$ cat src/rtl/rf_pkg.sv
// Shared types and constants for the register-file write side.
package rf_pkg;
  localparam int XLEN       = 32;
  localparam int REG_AW     = 5;
  localparam int DEPTH      = 4;
  localparam int STARVE_MAX = 8;

  typedef struct packed {
    logic [REG_AW-1:0] addr;
    logic [XLEN-1:0]   data;
  } wb_req_t;
endpackage

$ cat src/rtl/wb_fifo.sv
// Synchronous FIFO of writeback requests; head is always visible on o_dout.
module wb_fifo
  import rf_pkg::*;
#(
  parameter  int DEPTH = 4,
  localparam int AW    = $clog2(DEPTH),
  localparam int CW    = AW + 1
) (
  input  logic          clk,
  input  logic          rst_n,
  input  logic          i_push,
  input  logic          i_pop,
  input  wb_req_t       i_din,
  output wb_req_t       o_dout,
  output logic [CW-1:0] o_count,
  output logic          o_full,
  output logic          o_empty
);
  wb_req_t       r_mem [DEPTH];
  logic [AW-1:0] r_wr_ptr;
  logic [AW-1:0] r_rd_ptr;
  logic [CW-1:0] r_count;
  logic          w_push;
  logic          w_pop;

  assign o_full  = (r_count == CW'(DEPTH));
  assign o_empty = (r_count == '0);
  assign o_count = r_count;
  assign o_dout  = r_mem[r_rd_ptr];
  assign w_push  = i_push & ~o_full;
  assign w_pop   = i_pop & ~o_empty;

  // Storage is not reset; only pointers and occupancy carry meaning.
  always_ff @(posedge clk) begin
    if (w_push) r_mem[r_wr_ptr] <= i_din;
  end

  always_ff @(posedge clk) begin
    if (!rst_n) begin
      r_wr_ptr <= '0;
      r_rd_ptr <= '0;
      r_count  <= '0;
    end else begin
      if (w_push) r_wr_ptr <= r_wr_ptr + AW'(1);
      if (w_pop)  r_rd_ptr <= r_rd_ptr + AW'(1);
      case ({w_push, w_pop})
        2'b10:   r_count <= r_count + CW'(1);
        2'b01:   r_count <= r_count - CW'(1);
        default: r_count <= r_count;
      endcase
    end
  end
endmodule

$ cat src/rtl/rf_writeback_arbiter.sv
// Merges pipeline and long-latency writebacks onto the single rf write port,
// tracks pending long-latency destinations and forces a drain when the queue starves.
module rf_writeback_arbiter
  import rf_pkg::*;
#(
  parameter  int DEPTH      = rf_pkg::DEPTH,
  parameter  int STARVE_MAX = rf_pkg::STARVE_MAX,
  localparam int CW         = $clog2(DEPTH) + 1,
  localparam int AGE_W      = $clog2(STARVE_MAX) + 1
) (
  input  logic              clk,
  input  logic              rst_n,
  input  logic              pipe_wr_en,
  input  logic [REG_AW-1:0] pipe_waddr,
  input  logic [XLEN-1:0]   pipe_wdata,
  input  logic              ll_issue,
  input  logic [REG_AW-1:0] ll_issue_rd,
  input  logic              ll_valid,
  output logic              ll_ready,
  input  logic [REG_AW-1:0] ll_waddr,
  input  logic [XLEN-1:0]   ll_wdata,
  input  logic [REG_AW-1:0] rs1,
  input  logic [REG_AW-1:0] rs2,
  output logic              rs1_busy,
  output logic              rs2_busy,
  output logic              wb_stall,
  output logic              rf_en,
  output logic [REG_AW-1:0] rf_waddr,
  output logic [XLEN-1:0]   rf_wdata,
  output logic [CW-1:0]     ll_count
);
  // Handshake: a result transfers on any posedge where ll_valid & ll_ready;
  // ll_valid must then hold its payload until accepted.
  wb_req_t         w_head;
  wb_req_t         w_push_req;
  logic            w_push;
  logic            w_pop;
  logic            w_full;
  logic            w_empty;
  logic [CW-1:0]   w_count;
  logic [31:0]     w_pending_nxt;
  logic [31:0]     r_pending;
  logic [AGE_W-1:0] r_age;
  logic            r_wb_stall;

  assign w_push_req = '{addr: ll_waddr, data: ll_wdata};
  assign ll_ready   = rst_n & ~w_full;
  assign w_push     = ll_valid & ll_ready & (ll_waddr != '0);
  assign w_pop      = rst_n & ~pipe_wr_en & ~w_empty;
  assign ll_count   = rst_n ? w_count : '0;
  assign wb_stall   = r_wb_stall;
  assign rs1_busy   = rst_n & r_pending[rs1] & (rs1 != '0);
  assign rs2_busy   = rst_n & r_pending[rs2] & (rs2 != '0);

  wb_fifo #(.DEPTH(DEPTH)) u_fifo (
    .clk     (clk),
    .rst_n   (rst_n),
    .i_push  (w_push),
    .i_pop   (w_pop),
    .i_din   (w_push_req),
    .o_dout  (w_head),
    .o_count (w_count),
    .o_full  (w_full),
    .o_empty (w_empty)
  );

  always_comb begin
    rf_waddr = '0;
    rf_wdata = '0;
    if (pipe_wr_en) begin
      rf_waddr = pipe_waddr;
      rf_wdata = pipe_wdata;
    end else if (!w_empty) begin
      rf_waddr = w_head.addr;
      rf_wdata = w_head.data;
    end
    rf_en = rst_n & (pipe_wr_en | ~w_empty) & (rf_waddr != '0);
  end

  // A new issue to the register being retired this cycle must stay pending.
  always_comb begin
    w_pending_nxt = r_pending;
    if (w_pop) w_pending_nxt[w_head.addr] = 1'b0;
    if (ll_issue && (ll_issue_rd != '0)) w_pending_nxt[ll_issue_rd] = 1'b1;
  end

  always_ff @(posedge clk) begin
    if (!rst_n) begin
      r_pending  <= '0;
      r_age      <= '0;
      r_wb_stall <= 1'b0;
    end else begin
      r_pending <= w_pending_nxt;
      if (w_pop || w_empty) r_age <= '0;
      else if (r_age != AGE_W'(STARVE_MAX - 1)) r_age <= r_age + AGE_W'(1);
      if (w_pop) r_wb_stall <= 1'b0;
      else if (!w_empty && (r_age == AGE_W'(STARVE_MAX - 1))) r_wb_stall <= 1'b1;
    end
  end

  a_issue_pending: assert property (@(posedge clk) disable iff (!rst_n)
    (ll_issue && ll_issue_rd != '0) |->
      (!r_pending[ll_issue_rd] || (w_pop && w_head.addr == ll_issue_rd)));
  a_pipe_pending: assert property (@(posedge clk) disable iff (!rst_n)
    (pipe_wr_en && pipe_waddr != '0) |-> !r_pending[pipe_waddr]);
  a_pipe_stall: assert property (@(posedge clk) disable iff (!rst_n)
    pipe_wr_en |-> !r_wb_stall);
  a_ll_pending: assert property (@(posedge clk) disable iff (!rst_n)
    (ll_valid && ll_waddr != '0) |-> r_pending[ll_waddr]);
endmodule
$ cat config.mk
export PLATFORM = sky130hd
export DESIGN_NAME = rf_writeback_arbiter
export DESIGN_NICKNAME = d
export VERILOG_FILES = /design/src/rtl/rf_pkg.sv /design/src/rtl/wb_fifo.sv /design/src/rtl/rf_writeback_arbiter.sv
export SDC_FILE = /design/constraint.sdc
export NUM_CORES = 1
export LEC_CHECK = 0
export ABC_AREA = 1
export CAP_MARGIN = 15
export CORE_MARGIN = 5
export CORE_UTILIZATION = 50
export DETAILED_ROUTE_END_ITERATION = 6
export PLACE_DENSITY = 0.75
export SLEW_MARGIN = 10
export SYNTH_ARGS = -nofsm -noshare
export SYNTH_HDL_FRONTEND = slang
export SYNTH_SLANG_ARGS = --single-unit
$ cat constraint.sdc
create_clock -name clk -period 9 [get_ports clk]
set_clock_uncertainty 0.15 [all_clocks]
set_input_delay 2.25 -clock clk [delete_from_list [all_inputs] [get_ports clk]]
set_output_delay 2.25 -clock clk [all_outputs]
set_load 0.02 [all_outputs]
* Word-level counts from Yosys, hierarchy flattened
Memory sizes are Yosys's and may differ from the RTL's. A register that Yosys moved wholly into a read port is not among the register bits. Index checks and enable logic that the tools add are counted.
Operators by class: $add $sub $neg 5, magnitude comparators 6, multiplexer cells 20, bitwise operators 21, equal/unequal tests 5, reductions and logical operators 15
Operators with widths (number):
- 32-bit two-way mux | 4
- 32-bit AND | 1
- 32-bit NOT | 1
- 32-bit bitwise OR | 1
- 5-bit nonzero test | 5
- 5-bit by 6-bit < comparator with 1-bit output (second input constant) | 4
- 1-bit AND | 13
- 1-bit binary-select mux with 5-bit select | 2
- 1-bit demux with 5-bit select | 2
- 5-bit by 1-bit >= comparator with 1-bit output (second input constant) | 2
- 5-bit two-way mux | 2
- 1-bit two-way mux | 6
- 3-bit case mux with 2 select lines | 1
- 2-bit by 1-bit adder with 2-bit output (second input constant) | 2
- 4-bit by 1-bit adder with 4-bit output (second input constant) | 1
- 4-bit by 3-bit equality test with 1-bit output (second input constant) | 1
- 1-bit logical AND | 4
- 2-bit two-way mux | 2
- 4-bit by 3-bit inequality test with 1-bit output (second input constant) | 1
- 1-bit NOT | 4
- 2-bit OR reduction | 2
- 3-bit by 1-bit adder with 3-bit output (second input constant) | 1
- 3-bit equality test (second input constant) | 1
- 3-bit logical NOT | 1
- 8 further kinds | 8
Word-level totals: memory bits (writable) 148, register bits after elaboration 44, output and inout bits 45, memories kept 1
Memories:
- u_fifo.r_mem | words 4, bits a word 37, read ports 1, clocked after memory_dff 1, wr ports 1, RTL line wb_fifo.sv:19 | wb_req_t r_mem [DEPTH];

* Logic depth before layout (Yosys ltp)
depth after elaboration 9, depth in mapped cells 12

* By module
Synthesis repeated with hierarchy kept, for this count alone.
Second synthesis, totals: cells, all modules 897, area, all modules 8802.2 um2
Modules (own cells, without submodules):
- wb_fifo | cells an instance 428, area each 5972.0 um2, sequential area each 4624.4 um2, times used 1
- rf_writeback_arbiter | cells an instance 469, area each 2830.2 um2, sequential area each 740.7 um2, times used 1

* Least setup slack after synthesis
Ideal clock, no wire load.
path kind input -> output, start point input rs2[0], end point output rs2_busy, data arrival time 3402 ps, path buffers 2, setup slack 3198 ps, stages on the path 12, cell sequence buf_2 > inv_1 > buf_2 > nand2_1 > nand3_1 > nand2_1 > nand2_1 > nand2_1 > inv_1 > nand2_1 > nand2_1 > a21oi_1
Between the ends: cells in the longest elaborated chain, start to end 4, elaborated cells on any way between the ends 5, classes of those cells mux (2); bitwise (2); reduce/logical (1)
Ends and longest elaborated chain:
- from (decl) | RTL line rf_writeback_arbiter.sv:23 | input logic [REG_AW-1:0] rs2,
- 1-bit binary-select mux with 5-bit select | RTL line rf_writeback_arbiter.sv:53 | assign rs2_busy = rst_n & r_pending[rs2] & (rs2 != '0);
- 1-bit two-way mux (not written as such) | RTL line rf_writeback_arbiter.sv:53
- 1-bit AND | RTL line rf_writeback_arbiter.sv:53
- 1-bit AND * | RTL line rf_writeback_arbiter.sv:53
- to (decl) | RTL line rf_writeback_arbiter.sv:25 | output logic rs2_busy,
Every way passes the cells marked *; elsewhere a longest branch is shown, timed or not. The select of a mux whose other input is x is not followed.

* Worst setup path in the final report
Ends and elaborated chain as after synthesis.

==> run_results.csv <==
group,metric,value,unit
placement,post-place-cells,1247,
synth,yosysWarnings,0,
die,core,0.01796,mm²
sta,setup_viol,0,
global_routing,met1_usage,25.80,%
synth,synth_common_cells,"191 x nand2_1, 148 x edfxtp_1, 84 x nor2_1",
final_layout,stdcell_count,1279,
final_layout,fill_cells,1469,
critical_path,critPathMaxFanout,18,
synth,synth_cells,916,
synth,synthMuxAreaShare,0,%
final_layout,syn2layout_area_growth,23.26,%
placement,post-place-ws,1.821,ns
global_routing,grt_max_degree,76,
synth,synthAdderAreaFrac,1.042,%
final_layout,drive_above_1_share,10.67,%
clock_tree,cts_buffers,17,
clock_tree,cts_tree,"yes",
clock_tree,cts.sinks,194,
clock_tree,holdBufCountCts,0,
global_routing,grt_pass1_vias,6896,
job,cap_violations,0,
global_routing,grt_first_pass_wirelength,35360,µm
pwr,leakage,4.064,nW
critical_path,cpMostUsedCell,"nand2_1",
sta,drv_slew,0,
routing,drt-vias-per-instance,5.468,
synth,ys_ff_latch,194,
final_layout,fin_nets,1138,
critical_path,worst_ep_required_time,6.60,ns
routing,drt.antenna.violating_nets,0,
critical_path,crit_chain,"clkdlybuf4s50_1, inv_1, nand2_1, nand3_1, nand2_1, nand2_1, nand2_1, inv_1, nand2_1, nand2_1, a21oi_1, clkdlybuf4s50_1",
pwr,vdd_drop_max,129.6,µV
synth,synth_cell_type_count,41,
synth,ys_seq_area_share,58.80,%
sta,max_clock_freq,138.9,MHz
placement,port_buffers,138,
critical_path,critPathLaunchType,"input pin",
synth,syn_area,0.009124,mm²
pwr,total_power,0.002071,W
die,rows,49,
routing,vias,6994,
routing,drtIter0Drc,556,
clock_tree,clock_path_buffers,2,
sta,worst_hold_slack,0.3088,ns
routing,drc,0,
die,initial_core_util,50.79,%
clock_tree,clock_latency,0.44,ns
synth,synth_edf_count,148,
pwr,p_per_area,184.1,mW/mm²
synth,synth_top_family_by_area,"simple AND/OR/NAND/NOR gates",
routing,routed_wl,22340,µm
worst_hold_path,min_path_type,"reg2reg",
critical_path,path_class,"in2out",
die,ioPinCount,139,
clock_tree,post_cts_buffers,0,
synth,synth-xor-area-share,0.09600,%
synth,yosys.area.top_type,"edfxtp_1",
sta,layout_min_cycle_time,7.198,ns
routing,routed_wire_length_per_instance,17.47,µm
synth,synthFlopType,"edfxtp_1",
synth,synth_compound_area_share,13.62,%
placement,globalplace.congestion,0.9902,
synth,synth.top_cell.area_share,48.71,%
sta,fin_setup_tns,0,ns
synth,syn-num-nets,1017,
critical_path,cpMaxStageDelayCell,"clkdlybuf4s50_1",
sta,timing.final.ws_setup,1.802,ns
global_routing,met2_usage,35.52,%
synth,ys_top_cells_by_area,"edfxtp_1 49%, dfxtp_1 10%, nand2_1 7.9%",
placement,detailed_place_hpwl,14850,µm
clock_tree,clkTransAtPathRegs,0.07,ns
global_routing,antenna_found_initial,1,
die,die_width,145.1,µm
clock_tree,cts_resized,0,
outcome,outcome,"completed",
synth,synthSimpleGateAreaFrac,20.58,%
global_routing,grt_usage,20.99,%
die,die_h,145.1,µm
sta,post-route-period-util,79.98,%
sta,hold_viol,0,
critical_path,cpLargestDelayFamily,"buffers and inverters",
global_routing,use_met3,5.519,%
critical_path,max_stage_delay,0.84,ns
sta,rsz0062_at_grt,"false",
synth,synth.most_common_cell,"nand2_1",
global_routing,grt-busiest-layer,"met2",
global_routing,overflow,0,
clock_tree,cts_max_level,4,
synth,synthArstFlopShare,0,%
synth,postSynthAreaPerCell,9.960,µm²
critical_path,path_buf_inv,4,
critical_path,crit_arrival,4.80,ns
routing,dr.pass1.iters,5,
sta,tightest_slew,0.9272,ns
critical_path,cp-end-kind,"primary output",
sta,slew_headroom,38.19,%
die,die_area,0.02105,mm²
clock_tree,clockRootBuffer,"clkbuf_16",
final_layout,diodes,0,
==> routing by layer <==
layer,wire length [µm],up-vias
met5,12,-
met1,9344,3293
met4,520,2
li1,-,3411
met3,1661,41
met2,10800,247
==> layout by cell type, fill, tap and decap left out, drive strengths merged <==
cell and n:
a211oi 1, a21oi 48, a22o 32, a31oi 3
buf 8, clkbuf 18, clkdlybuf4s50 137, clkinv 5
dfxtp 46, edfxtp 148, fa 1, ha 6
inv 92, nand2 212, nand3 66, nand4 3
nor2 96, nor3 5, o211ai 2, o21a 4
o21ai 83, o22ai 32, or2 1, xnor2 1
==> registers in the layout (all words and copies together), names as in the netlist, named ones only <==
register,count
r_age,4
r_pending,32
u_fifo.r_rd_ptr,2
wb_stall,1
u_fifo.o_count,3
u_fifo.r_mem,148
u_fifo.r_wr_ptr,2
==> final timing paths <==
check	start	slack (ns)	cells after the start	endpoint
max	rs2[0]	1.80	12	rs2_busy
min	r_pending[3]	0.31	2	r_pending[3]
max reg2reg	flop	6.29	10	r_pending[6]
min reg2reg	r_pending[3]	0.31	2	r_pending[3]
==> per-stage QoR <==
step	instance area, µm²	utilization, %
final	11250	62.60
after global placement	10670	59.38
after floorplan	9124	-
after detailed placement	10670	59.38
after global routing	11250	62.60
after CTS	11250	62.60
==> power by group <==
part / leakage, nW / switching (W) / internal, W
registers: 1.72 / 0.00000767 / 0.000985
logic: 2.06 / 0.000206 / 0.000136
clock network: 0.286 / 0.000362 / 0.000374
total: 4.06 / 0.000575 / 0.00150
==> cells by family (layout without fill, tap and decap cells) <==
kind of cell,Yosys count,in the layout
AO/OA/AOI/OAI,205,205
buffers and inverters,126,260
XOR/XNOR,1,1
adder cells (fa/ha/maj),7,7
AND/OR/NAND/NOR,383,383
flip-flops,194,194
==> layout make-up <==
class | instances | area (µm²) | share of cell area, %
clock buffer | 18 | 429.2 | 3.816
clock inverter | 14 | 150.1 | 1.335
inverter | 83 | 322.8 | 2.870
multi-input combinational | 596 | 3262 | 29.01
sequential | 194 | 5366 | 47.72
tap | 229 | 286.5 | 2.548
timing repair buffer | 145 | 1429 | 12.71
==> worst register-to-register path: cells and delay by family, from the launching register on <==
kind / cells / cell delay (ns)
buffers and inverters: 2 / 1.13
AND/OR/NAND/NOR: 7 / 0.93
flip-flops: 1 / 0.31
AO/OA/AOI/OAI: 1 / 0.06
Note: power is estimated with default switching activity, not from simulation.
